--- src/rtl/ranger_pkg.sv ---
// ============================================================================
// Module  : ranger_pkg
// Brief   : Shared FSM state type and default timing for ultrasonic_ranger.
// Rev     : 1.0  initial release
// ============================================================================
`default_nettype none

package ranger_pkg;

  typedef enum logic [2:0] {
    IDLE      = 3'd0,
    TRIG      = 3'd1,
    WAIT_RISE = 3'd2,
    MEASURE   = 3'd3,
    DRAIN     = 3'd4
  } state_t;

  // 12 MHz clock: 10 us trigger, 60 ms ping period, 30 ms echo limit
  localparam int unsigned C_CW             = 32;
  localparam int unsigned C_TRIG_CYCLES    = 120;
  localparam int unsigned C_PERIOD_CYCLES  = 720000;
  localparam int unsigned C_TIMEOUT_CYCLES = 360000;

endpackage

`default_nettype wire

--- src/rtl/median3.sv ---
// ============================================================================
// Module  : median3
// Brief   : 3-deep result window with combinational median; the newest entry
//           passes straight through until the window holds three results.
//           Only present when ULTRASONIC_RANGER_MEDIAN3_EN is defined.
// Rev     : 1.0  initial release
// ============================================================================
`default_nettype none

`ifdef ULTRASONIC_RANGER_MEDIAN3_EN
module median3 #(
  parameter int unsigned W = 32
) (
  input  logic         clk,
  input  logic         rst_n,
  input  logic         push,
  input  logic [W-1:0] din,
  output logic [W-1:0] dout
);

  logic [W-1:0] r_win0;
  logic [W-1:0] r_win1;
  logic [W-1:0] r_win2;
  logic [1:0]   r_fill;

  function automatic logic [W-1:0] med3(input logic [W-1:0] a,
                                        input logic [W-1:0] b,
                                        input logic [W-1:0] c);
    logic [W-1:0] lo;
    logic [W-1:0] hi;
    logic [W-1:0] mid;
    lo  = (a < b) ? a : b;
    hi  = (a < b) ? b : a;
    mid = (hi < c) ? hi : c;
    return (lo > mid) ? lo : mid;
  endfunction

  always_ff @(posedge clk or negedge rst_n) begin
    if (!rst_n) begin
      r_win0 <= '0;
      r_win1 <= '0;
      r_win2 <= '0;
      r_fill <= 2'd0;
    end else if (push) begin
      r_win0 <= din;
      r_win1 <= r_win0;
      r_win2 <= r_win1;
      if (r_fill != 2'd3) r_fill <= r_fill + 2'd1;
    end
  end

  assign dout = (r_fill == 2'd3) ? med3(r_win0, r_win1, r_win2) : r_win0;

endmodule
`endif

`default_nettype wire

--- src/rtl/ultrasonic_ranger.sv ---
// ============================================================================
// Module  : ultrasonic_ranger
// Brief   : HC-SR04 ranging controller: periodic trig, synchronised echo width
//           measurement with timeouts. Define ULTRASONIC_RANGER_MEDIAN3_EN to
//           median-filter the reported widths.
// Rev     : 1.0  initial release
// ============================================================================
`default_nettype none

module ultrasonic_ranger
  import ranger_pkg::*;
#(
  parameter int unsigned CW             = C_CW,
  parameter int unsigned TRIG_CYCLES    = C_TRIG_CYCLES,
  parameter int unsigned PERIOD_CYCLES  = C_PERIOD_CYCLES,
  parameter int unsigned TIMEOUT_CYCLES = C_TIMEOUT_CYCLES
) (
  input  logic          clk,
  input  logic          rst_n,
  input  logic          echo,
  output logic          trig,
  output logic [CW-1:0] echo_cycles,
  output logic          valid,
  output logic          timeout,
  output logic          busy
);

  localparam int unsigned C_PW = $clog2(PERIOD_CYCLES);
  localparam int unsigned C_TW = $clog2(TRIG_CYCLES + 1);
  localparam int unsigned C_MW = $clog2(TIMEOUT_CYCLES + 1);

  localparam logic [C_PW-1:0] C_PERIOD_LAST = C_PW'(PERIOD_CYCLES - 1);
  localparam logic [C_TW-1:0] C_TRIG_LAST   = C_TW'(TRIG_CYCLES - 1);
  localparam logic [C_MW-1:0] C_WAIT_LAST   = C_MW'(TIMEOUT_CYCLES - 1);
  localparam logic [C_MW-1:0] C_MEAS_MAX    = C_MW'(TIMEOUT_CYCLES);

  state_t          r_state;
  logic [C_PW-1:0] r_pcnt;
  logic [C_TW-1:0] r_tcnt;
  logic [C_MW-1:0] r_cnt;
  logic            r_echo_meta;
  logic            r_echo_s;
  logic            r_echo_d;
  logic            w_rise;
  logic            w_fall;
  logic            w_period_done;
  logic [CW-1:0]   w_cnt_ext;

  always_ff @(posedge clk or negedge rst_n) begin
    if (!rst_n) begin
      r_echo_meta <= 1'b0;
      r_echo_s    <= 1'b0;
      r_echo_d    <= 1'b0;
    end else begin
      r_echo_meta <= echo;
      r_echo_s    <= r_echo_meta;
      r_echo_d    <= r_echo_s;
    end
  end

  assign w_rise        = r_echo_s & ~r_echo_d;
  assign w_fall        = ~r_echo_s & r_echo_d;
  assign w_period_done = (r_pcnt == C_PERIOD_LAST);
  assign w_cnt_ext     = CW'(r_cnt);

`ifdef ULTRASONIC_RANGER_MEDIAN3_EN
  logic          r_med_pend;
  logic          w_push;
  logic [CW-1:0] w_med;

  assign w_push = (r_state == MEASURE) && w_fall;

  median3 #(.W(CW)) u_median3 (
    .clk   (clk),
    .rst_n (rst_n),
    .push  (w_push),
    .din   (w_cnt_ext),
    .dout  (w_med)
  );
`endif

  always_ff @(posedge clk or negedge rst_n) begin
    if (!rst_n) begin
      r_state     <= IDLE;
      r_pcnt      <= C_PERIOD_LAST;
      r_tcnt      <= '0;
      r_cnt       <= '0;
      trig        <= 1'b0;
      busy        <= 1'b0;
      valid       <= 1'b0;
      timeout     <= 1'b0;
      echo_cycles <= '0;
`ifdef ULTRASONIC_RANGER_MEDIAN3_EN
      r_med_pend  <= 1'b0;
`endif
    end else begin
      valid   <= 1'b0;
      timeout <= 1'b0;
      if (!w_period_done) r_pcnt <= r_pcnt + 1'b1;
`ifdef ULTRASONIC_RANGER_MEDIAN3_EN
      // The window shifts on the fall edge; its median is ready one cycle later
      r_med_pend <= 1'b0;
      if (r_med_pend) begin
        echo_cycles <= w_med;
        valid       <= 1'b1;
      end
`endif
      case (r_state)
        IDLE: begin
          if (w_period_done) begin
            r_state <= TRIG;
            trig    <= 1'b1;
            busy    <= 1'b1;
            r_pcnt  <= '0;
            r_tcnt  <= '0;
          end
        end
        TRIG: begin
          if (r_tcnt == C_TRIG_LAST) begin
            trig    <= 1'b0;
            r_cnt   <= '0;
            r_state <= WAIT_RISE;
          end else begin
            r_tcnt <= r_tcnt + 1'b1;
          end
        end
        WAIT_RISE: begin
          if (w_rise) begin
            r_cnt   <= C_MW'(1);
            r_state <= MEASURE;
          end else if (r_cnt == C_WAIT_LAST) begin
            timeout <= 1'b1;
            busy    <= 1'b0;
            r_state <= IDLE;
          end else begin
            r_cnt <= r_cnt + 1'b1;
          end
        end
        MEASURE: begin
          if (w_fall) begin
`ifdef ULTRASONIC_RANGER_MEDIAN3_EN
            r_med_pend  <= 1'b1;
`else
            echo_cycles <= w_cnt_ext;
            valid       <= 1'b1;
`endif
            busy    <= 1'b0;
            r_state <= IDLE;
          end else if (r_cnt == C_MEAS_MAX) begin
            timeout <= 1'b1;
            r_state <= DRAIN;
          end else begin
            r_cnt <= r_cnt + 1'b1;
          end
        end
        DRAIN: begin
          if (!r_echo_s) begin
            busy    <= 1'b0;
            r_state <= IDLE;
          end
        end
        default: r_state <= IDLE;
      endcase
    end
  end

endmodule

`default_nettype wire

--- config.mk ---
export PLATFORM = sky130hd
export DESIGN_NAME = ultrasonic_ranger
export DESIGN_NICKNAME = d
export VERILOG_FILES = /design/src/rtl/ranger_pkg.sv /design/src/rtl/median3.sv /design/src/rtl/ultrasonic_ranger.sv
export SDC_FILE = /design/constraint.sdc
export NUM_CORES = 1
export LEC_CHECK = 0
export CORE_ASPECT_RATIO = 1.75
export CORE_MARGIN = 8
export CORE_UTILIZATION = 33
export CTS_CLUSTER_DIAMETER = 150
export DETAILED_ROUTE_END_ITERATION = 10
export GPL_ROUTABILITY_DRIVEN = 0
export PLACE_DENSITY = 0.5
export SETUP_SLACK_MARGIN = 0.02
export SLEW_MARGIN = 25
export SYNTH_ARGS = -nofsm -noshare
export SYNTH_HDL_FRONTEND = slang
export SYNTH_SLANG_ARGS = --single-unit
--- constraint.sdc ---
create_clock -name clk -period 3.1 [get_ports clk]
set_input_delay 0.465 -clock clk [delete_from_list [all_inputs] [get_ports clk]]
set_output_delay 0.465 -clock clk [all_outputs]
set_load 0.01 [all_outputs]
==> impl_results.md, run 1 <==
* Gr usage total at 0.1141
* First-pass GRT wire length at between 10,000 and 15,000 um
* Slew Viols, Final at 0
* CP Capture Point: busy$_DFFE_PN0P_
* Largest net degree at the start of global routing at 76
* CTS-repair resized insts at 0
* Syn Inst Count at ~370
* Worst reg2reg endpoint: busy$_DFFE_PN0P_
* Final wirelength at between 8000 and 9000 um
* Final setup TNS at 0 ps
* Layout cell share with drive strength beyond 1 at 0.1945
* Sequential area share after synthesis at 0.4854
* Post-CTS Hold Fix Bufs at 0
* DR WL/cell at roughly 16 um
* Startpoint Class: flop
* Async SR Flop Fraction at 1.000
* Sink Count at 75
* Final nets at ~400
* Final setup margin at slightly below 700 ps
* Initial antenna violation count at 0
* Post-route cell area at approximately 4500 um2
* CTS tree: built
* Antenna-violating nets left at 0
* Maximum vdd ir drop at 0.2766 mV
* Hpwl dp at 5963 um
* Clock slew at reported path FFs at approximately 60 ps
* CTS H-tree lvls at 3
* Fmax at just over 400 MHz
* Vias in the first global route at roughly 3k
* CORE AREA at around 12,000 um2
* Clock Latency Late Sink at about 330 ps
* Flops & latches, synth at 75
* Slew @ Worst Pin at a little under 700 ps
* Element type at the critical path end: flop
* DR pass1 iterations at 4
* DRC Markers at 0
* CP max-delay cell: dfstp_2
* Final Power at ~2000 uW
* Mapped Area at 3905 um2
* RR Startpoint: r_pcnt[0]$_DFF_PN1_
* CP Class: flop to flop
* Power per cell area at between 400 and 500 nW/um2
* Num CTS Buffers at 9
* CP max FO at 7
* Area Growth Syn to Fin at 14.64%
* Die Span X at ~100 um
* Port bufs at 25
* Root Driver: clkbuf_16
* Drt initial violations at 112
* Die area at around 16,000 um2
* Max Cap Viol at 0
* # rows at 52
* Worst Path Arrival at between 2000 and 3000 ps
* Syn. warnings at 0
* Fillers at 1,157
* R2R Setup Slk at 690 ps
* Post-synth cell types at 55
* Crit path launch: r_pcnt[0]$_DFF_PN1_
* Post-synth EDFFs at 0
* Initial Util at 0.3372
* Run status: completed
* Worst Hold Class: primary input to async pin
* Final core occ at 0.3866
* Post-DP Area at approximately 4200 um2
* Reg2Reg Depth at 7
* Final setup vio count at 0
* Critical path, cell by cell: ha_1, and3_1, and4_1, nand4_1, mux2_2, a21oi_1, mux2_2
* Worst Skew at 5.775 ps
* Post-CTS Setup Inserts at 0
* RSZ-0062 raised after global routing: no
* Top FF cell, synth: dfrtp_1
* Final period utilization at 0.7780
* Via count at 2,877
* Grt ovf at 0
* Worst Path Required at approximately 3300 ps
* Clk buf depth at 2
* Drt via density at roughly 5.4
* Biggest cell delay along the critical path at ~550 ps
* I/O pin count at 39
* Diode count at 0
* Crit-path most repeated cell: mux2_2
* Post-layout minimum cycle time at roughly 2400 ps
* Placement Setup Slack at just under 700 ps
* Die H at roughly 160 um
* Syn Area/Cell at 10.53 um2
* Hold Fails Final Rpt at 0
* Lkg Pwr at 0.001897 uW
* Slew HR at 0.5465
## placed cells by master, fill, tap and decap left out, types with 4 or more instances in the layout
cell type / Yosys / layout
mux2_2: 23 / 23
and4_1: 6 / 6
buf_4: 13 / 5
xor2_1: 6 / 6
nand4_1: 10 / 10
inv_1: 7 / 7
clkbuf_16: 0 / 9
o21ai_0: 30 / 30
nor2b_1: 7 / 7
o31ai_2: 4 / 4
nand2_1: 24 / 24
and3_1: 9 / 9
nor3_1: 7 / 7
nor2_1: 28 / 27
o31ai_1: 5 / 5
and2_1: 6 / 6
nand2b_1: 6 / 6
clkdlybuf4s50_1: 0 / 24
a31oi_1: 9 / 9
dfrtp_1: 60 / 60
conb_1: 1 / 13
xnor2_1: 4 / 4
ha_1: 5 / 5
dfstp_2: 15 / 15
nand3_1: 19 / 19
a21oi_1: 10 / 10
## cell usage after synthesis, drive strengths merged (8+ instances only)
library cell,count,area share
nor3,8,0.012
a21oi,10,0.013
mux2,23,0.066
nand3,20,0.027
nand4,10,0.016
o31ai,12,0.039
o21ai,35,0.047
nand2,25,0.025
buf,21,0.044
nor2,29,0.029
and3,10,0.017
dfstp,15,0.10
dfrtp,60,0.38
a31oi,9,0.014
## worst max-delay path: cells and delay by family (launching register included)
| kind | cells | cell delay, ps |
|---|---|---|
| flops | 1 | 550 |
| mux | 2 | 660 |
| compound gates | 1 | 150 |
| fa+ha+maj | 1 | 190 |
| simple gates | 3 | 750 |
## worst min path at each step
stage	from	to	depth (start not counted)
2_1_floorplan	rst_n	busy$_DFFE_PN0P_	0
3_3_place_gp	r_echo_meta$_DFF_PN0_	r_echo_s$_DFF_PN0_	0
3_5_place_dp	r_echo_meta$_DFF_PN0_	r_echo_s$_DFF_PN0_	0
4_1_cts	rst_n	r_pcnt[8]$_DFF_PN0_	1
5_1_grt	rst_n	r_pcnt[9]$_DFF_PN0_	1
6_report	rst_n	r_pcnt[9]$_DFF_PN0_	1
## cell type report
type                       instances  area (um2)  share of cell area
tap                              135       168.9             0.03773
clock buffer                      13       250.2             0.05590
inverter                           7       26.28            0.005869
timing repair buffer              30       289.0             0.06456
sequential                        75        1896              0.4234
clock inverter                     3       15.01            0.003354
multi-input combinational        273        1832              0.4092
## state kept, by name, summed over array words and instances (netlist names)
register / count
trig: 1
busy: 1
r_state: 3
valid: 1
r_tcnt: 7
timeout: 1
r_echo_meta: 1
r_echo_s: 1
echo_cycles: 19
r_echo_d: 1
r_pcnt: 20
r_cnt: 19
## metrics by stage
stage,hold slack [ps],instances
floorplan,169.4,383
global placement,344.5,520
detailed placement,341.9,520
CTS,323.8,536
global route,223.3,536
finish,153.5,536
## routing by layer
layer  track usage  vias to the layer above  wire (um)
met4       0.05271                        0        149
met3       0.02873                       11        283
met5             0                        -          0
met2        0.2101                       44       4706
li1              -                     1376          -
met1        0.1172                     1446       3398
## logic make-up (layout without fill, tap and decap cells)
kind of cell | after synthesis | count (layout) | synth area share
xor gates and xnor gates | 10 | 10 | 0.02243
adders and majority gates | 5 | 5 | 0.01602
other | 1 | 13 | 0.0009603
buffers and inverters | 35 | 53 | 0.05767
DFF | 75 | 75 | 0.4854
AOI/OAI and AO/OA | 82 | 82 | 0.1532
muxes | 24 | 24 | 0.06889
and+or+nand+nor | 139 | 139 | 0.1955
## power breakdown
group	internal (uW)	switching, uW
sequential	982	1.62
clock	560	383
combinational	3.51	28.2
Power figures use the tool's default switching activity.
==> run 2, diff against run 1 <==
==> constraint.sdc (replaced) <==
create_clock -name clk -period 2.5 [get_ports clk]
set_input_delay 0.375 -clock clk [delete_from_list [all_inputs] [get_ports clk]]
set_output_delay 0.375 -clock clk [all_outputs]
set_load 0.01 [all_outputs]
==> run 2 against run 1 <==
Net effect: die area did not move; sequential cell count unchanged; setup slack lost 510 ps; final area increased by 2.6%; count of clock-buffer cells in the layout shrank 1; critical path depth grew 1; utilization rose by 1.0 points; global-route usage rose by 0.64 points; wire length rose by 2.9%; clock skew is 1.0 ps higher; largest cell class unchanged.
==> impl_results.md, run 2 (synthesis results as in run 1) <==
* Run status: completed
* Worst Path Arrival at approximately 2500 ps
* Area Growth Syn to Fin at 17.62%
* Maximum vdd ir drop at 0.3596 mV
* Diode count at 0
* CP max FO at 17
* First-pass GRT wire length at between 15,000 and 20,000 um
* Largest net degree at the start of global routing at 42
* Final period utilization at 0.9279
* Placement Setup Slack at approximately 200 ps
* Die H at roughly 160 um
* Clk buf depth at 2
* Biggest cell delay along the critical path at 430 ps
* Startpoint Class: flop
* Final nets at a little over 400
* Drt initial violations at a little over 100
* Max Cap Viol at 0
* Commonest non-fill, non-tap cell in the layout: dfrtp_1
* # rows at 52
* Via count at 2,889
* CP max-delay cell: dfrtp_1
* Drt via density at roughly 5.3
* Clock slew at reported path FFs at 60 ps
* Critical path's top delay family: compound AO/OA/AOI/OAI gates
* Fillers at 1,132
* Post-CTS Setup Inserts at 0
* RR Startpoint: r_cnt[0]$_DFFE_PN0P_
* Final Power at ~2700 uW
* Root Driver: clkbuf_16
* Die area at 15,710 um2
* Gr usage total at 0.1205
* I/O pin count at 39
* Hpwl dp at approximately 6400 um
* Port bufs at 25
* Fmax at 431.1 MHz
* Met1 GRT Util at 0.1189
* CTS-repair resized insts at 0
* Element type at the critical path end: flop
* Critical path, cell by cell: ha_1, and4_1, nand3b_1, nor3_2, a21o_1, a211o_1, buf_12, o41ai_1
* WP buf/inv at 1
* Worst Path Required at approximately 2700 ps
* Post-CTS Hold Fix Bufs at 0
* Most frequent cells in the layout: dfrtp_1 (60), o21ai_0 (30), nor2_1 (27)
* Met2 Track Usage GR at 0.2264
* Final setup margin at around 180 ps
* Post-Layout Cell Count at 543
* CORE AREA at between 10,000 and 15,000 um2
* Largest Register: r_pcnt
* Num CTS Buffers at 9
* Worst Hold Class: primary input to async pin
* Final wirelength at 8787 um
* Final setup vio count at 0
* DRC Markers at 0
* Die Span X at 98.23 um
* Biggest regs: r_pcnt (20), echo_cycles (19), r_cnt (19)
* DR pass1 iterations at 4
* Reg2Reg Depth at 8
* CTS H-tree lvls at 3
* Worst reg2reg endpoint: r_cnt[15]$_DFFE_PN0P_
* CP Class: flop to flop
* Hold Fails Final Rpt at 0
* DR WL/cell at 16.18 um
* Slew Viols, Final at 0
* RSZ-0062 raised after global routing: no
* Grt met3 use at 0.02307
* Antenna-violating nets left at 0
* Post-layout minimum cycle time at between 2000 and 2500 ps
* R2R Setup Slk at roughly 180 ps
* CTS tree: built
* Lkg Pwr at 0.001960 uW
* Most Used Layer, Global Route: met2
* Largest register FFs at 20
* Initial Util at 0.3372
* Sink Count at 75
* Clock Latency Late Sink at 340 ps
* Final setup TNS at 0 ps
* Grt ovf at 0
* Layout cell share with drive strength beyond 1 at 0.2108
* Power per cell area at around 580 nW/um2
* Worst Skew at roughly 7 ps
* Initial antenna violation count at 0
* Vias in the first global route at between 3k and 4k
* Placed Cells at approximately 530
run 2: cell types whose count changed in the layout (fill, tap and decap cells not counted), sizes merged:
cell    change
buf         +7
bufinv      +2
clkbuf      -1
clkinv      -1
run 2: worst max path at each step:
| stage | slack [ps] | start | to | cells after the start |
|---|---|---|---|---|
| finish | 180 | r_cnt[0]$_DFFE_PN0P_ | r_cnt[15]$_DFFE_PN0P_ | 8 |
| global route | 90 | r_cnt[1]$_DFFE_PN0P_ | r_cnt[15]$_DFFE_PN0P_ | 8 |
| CTS | 160 | r_cnt[0]$_DFFE_PN0P_ | r_cnt[15]$_DFFE_PN0P_ | 8 |
| detailed placement | 200 | r_cnt[0]$_DFFE_PN0P_ | r_cnt[15]$_DFFE_PN0P_ | 8 |
| global placement | 230 | r_cnt[0]$_DFFE_PN0P_ | r_cnt[15]$_DFFE_PN0P_ | 8 |
| floorplan | 270 | r_pcnt[0]$_DFF_PN1_ | busy$_DFFE_PN0P_ | 8 |
run 2: routing by layer:
layer	wire (um)	vias to the layer above
li1	-	1386
met1	3364	1437
met2	4928	47
met3	242	19
met4	251	0
met5	0	-
run 2: final cells by class:
type | instances | area (um2) | share of cell area
well taps | 135 | 168.9 | 0.03677
multi-input cells | 273 | 1832 | 0.3988
clock buffers | 12 | 246.5 | 0.05366
clock inverters | 4 | 73.82 | 0.01607
inverters | 7 | 26.28 | 0.005721
flip-flops and latches | 75 | 1896 | 0.4127
repair buffers | 37 | 350.3 | 0.07627
run 2: metrics by stage:
step                      hold slack (ps)    util  area, um2
after floorplan                     79.41       -       3950
after global placement              349.3  0.3690       4273
after detailed placement            352.5  0.3690       4273
after CTS                           31.41  0.3966       4593
after global routing                54.32  0.3966       4593
final                               11.16  0.3966       4593
run 2: power by group:
group          internal [uW]  leakage [uW]  switching (uW)
logic                   6.86      0.000816            35.5
registers               1220      0.000987            2.05
clock network            902      0.000157             493
==> run 3, diff against run 2 <==
--- a/config.mk
+++ b/config.mk
@@ -11,6 +11,7 @@
 export CTS_CLUSTER_DIAMETER = 150
 export DETAILED_ROUTE_END_ITERATION = 10
 export GPL_ROUTABILITY_DRIVEN = 0
+export MAX_ROUTING_LAYER = met4
 export PLACE_DENSITY = 0.5
 export SETUP_SLACK_MARGIN = 0.02
 export SLEW_MARGIN = 25
==> run 3 against run 2 <==
Net effect: combinational power hardly changed; clock skew hardly changed; sequential cell count unchanged; sequential power about the same; register-to-register slack barely moved; global-route usage is 0.35 points higher; largest cell class unchanged; largest power group unchanged; highest routed layer unchanged.
==> impl_results.md, run 3 (synthesis results as in run 1) <==
* Largest net degree at the start of global routing at 42
* CTS-repair resized insts at 0
* Diode count at 0
* Final wirelength at 8808 um
* RSZ-0062 raised after global routing: no
* Hpwl dp at 6418 um
* Slew Viols, Final at 0
* Post-layout minimum cycle time at around 2300 ps
* Final setup vio count at 0
* Die area at between 15,000 and 20,000 um2
* Startpoint Class: flop
* Met2 WL post-DR at 4949 um
* Critical path, cell by cell: ha_1, and4_1, nand3b_1, nor3_2, a21o_1, a211o_1, buf_12, o41ai_1
* CP max FO at 17
* Die Span X at between 90 and 100 um
* Element type at the critical path end: flop
* # rows at between 50 and 60
* Max Cap Viol at 0
* Met1 Wirelength at 3458 um
* Drt initial violations at between 90 and 100
* Slew @ Worst Pin at 511.4 ps
* Num CTS Buffers at 9
* Power per cell area at a little under 600 nW/um2
* Clock Latency Late Sink at roughly 330 ps
* Initial antenna violation count at 0
* Largest register FFs at 20
* Root Driver: clkbuf_16
* Initial Util at 0.3372
* Lkg Pwr at between 0.0015 and 0.002 uW
* Critical path's top delay family: compound AO/OA/AOI/OAI gates
* Clock slew at reported path FFs at 60 ps
* Post-CTS Hold Fix Bufs at 0
* Maximum vdd ir drop at roughly 0.36 mV
* CORE AREA at about 12,000 um2
* Area Growth Syn to Fin at 17.62%
* Most frequent cells in the layout: dfrtp_1 (60), o21ai_0 (30), nor2_1 (27)
* CP Class: flop to flop
* Port bufs at 25
* Die H at about 160 um
* Biggest cell delay along the critical path at 430 ps
* Slew HR at 0.6565
* CTS H-tree lvls at 3
* Layout cell share with drive strength beyond 1 at 0.2108
* CP max-delay cell: dfrtp_1
* Sink Count at 75
* Worst Skew at 6.815 ps
* First-pass GRT wire length at roughly 15,000 um
* Commonest non-fill, non-tap cell in the layout: dfrtp_1
* DR WL met3 at between 150 and 200 um
* WP buf/inv at 1
* Final setup TNS at 0 ps
* Fmax at around 430 MHz
* CTS tree: built
* Run status: completed
* Worst Path Required at ~2700 ps
* Largest Register: r_pcnt
* DR pass1 iterations at 4
* Top Layer Used: met4
* I/O pin count at 39
* Final nets at between 400 and 500
* DRC Markers at 0
* Vias in the first global route at slightly above 3k
* Grt ovf at 0
* Biggest regs: r_pcnt (20), echo_cycles (19), r_cnt (19)
* Final period utilization at 0.9267
* R2R Setup Slk at about 180 ps
* Post-CTS Setup Inserts at 0
* Fillers at approximately 1.1k
* DR WL/cell at between 15 and 20 um
* Gr usage total at 0.1240
* Via count at between 2k and 3k
* Worst Path Arrival at between 2000 and 3000 ps
* Hold Fails Final Rpt at 0
* Antenna-violating nets left at 0
* Clk buf depth at 2
* Drt via density at ~5.3
* Worst Hold Class: primary input to async pin
* Hold WS at between 10 and 15 ps
[run 3: layer usage]
metal | vias up | track usage
li1 | 1386 | -
met1 | 1433 | 0.1205
met2 | 43 | 0.2267
met3 | 16 | 0.02438
met4 | 0 | 0.06395
met5 | - | -
[run 3: report_power, final]
part / switching [uW] / leakage [uW] / internal (uW) / total, uW
clock: 492 / 0.000157 / 902 / 1390
combinational: 35.4 / 0.000816 / 6.86 / 42.3
sequential: 2.05 / 0.000987 / 1220 / 1220
total: 530 / 0.00196 / 2130 / 2660
[run 3: layout make-up]
| cell class | instances | area, um2 | area share |
|---|---|---|---|
| Timing Repair Buffer | 37 | 350.3 | 0.07627 |
| Multi-Input combinational cell | 273 | 1832 | 0.3988 |
| Clock inverter | 4 | 73.82 | 0.01607 |
| Clock buffer | 12 | 246.5 | 0.05366 |
| Sequential cell | 75 | 1896 | 0.4127 |
| Tap cell | 135 | 168.9 | 0.03677 |
| Inverter | 7 | 26.28 | 0.005721 |
[run 3: through the flow]
step                      std cells  area, um2  power [uW]  setup slack, ps  utilization
after detailed placement        527       4273        1285            199.5       0.3690
after global routing            543       4593        2754            88.63       0.3966
after global placement          527       4273        1285            227.2       0.3690
after CTS                       543       4593        2706            159.7       0.3966
after floorplan                 383       3950        1267            265.4            -
final                           543       4593        2656            183.2       0.3966
[run 3: final timing paths]
check,depth (start not counted),endpoint,from
max reg2reg,8,r_cnt[15]$_DFFE_PN0P_,r_cnt[0]$_DFFE_PN0P_
max in group asynchronous,2,r_pcnt[3]$_DFF_PN1_,rst_n
min,1,r_pcnt[9]$_DFF_PN0_,rst_n
min reg2reg,0,r_echo_s$_DFF_PN0_,r_echo_meta$_DFF_PN0_
max,8,r_cnt[15]$_DFFE_PN0P_,r_cnt[0]$_DFFE_PN0P_
min in group clk,0,r_echo_s$_DFF_PN0_,r_echo_meta$_DFF_PN0_
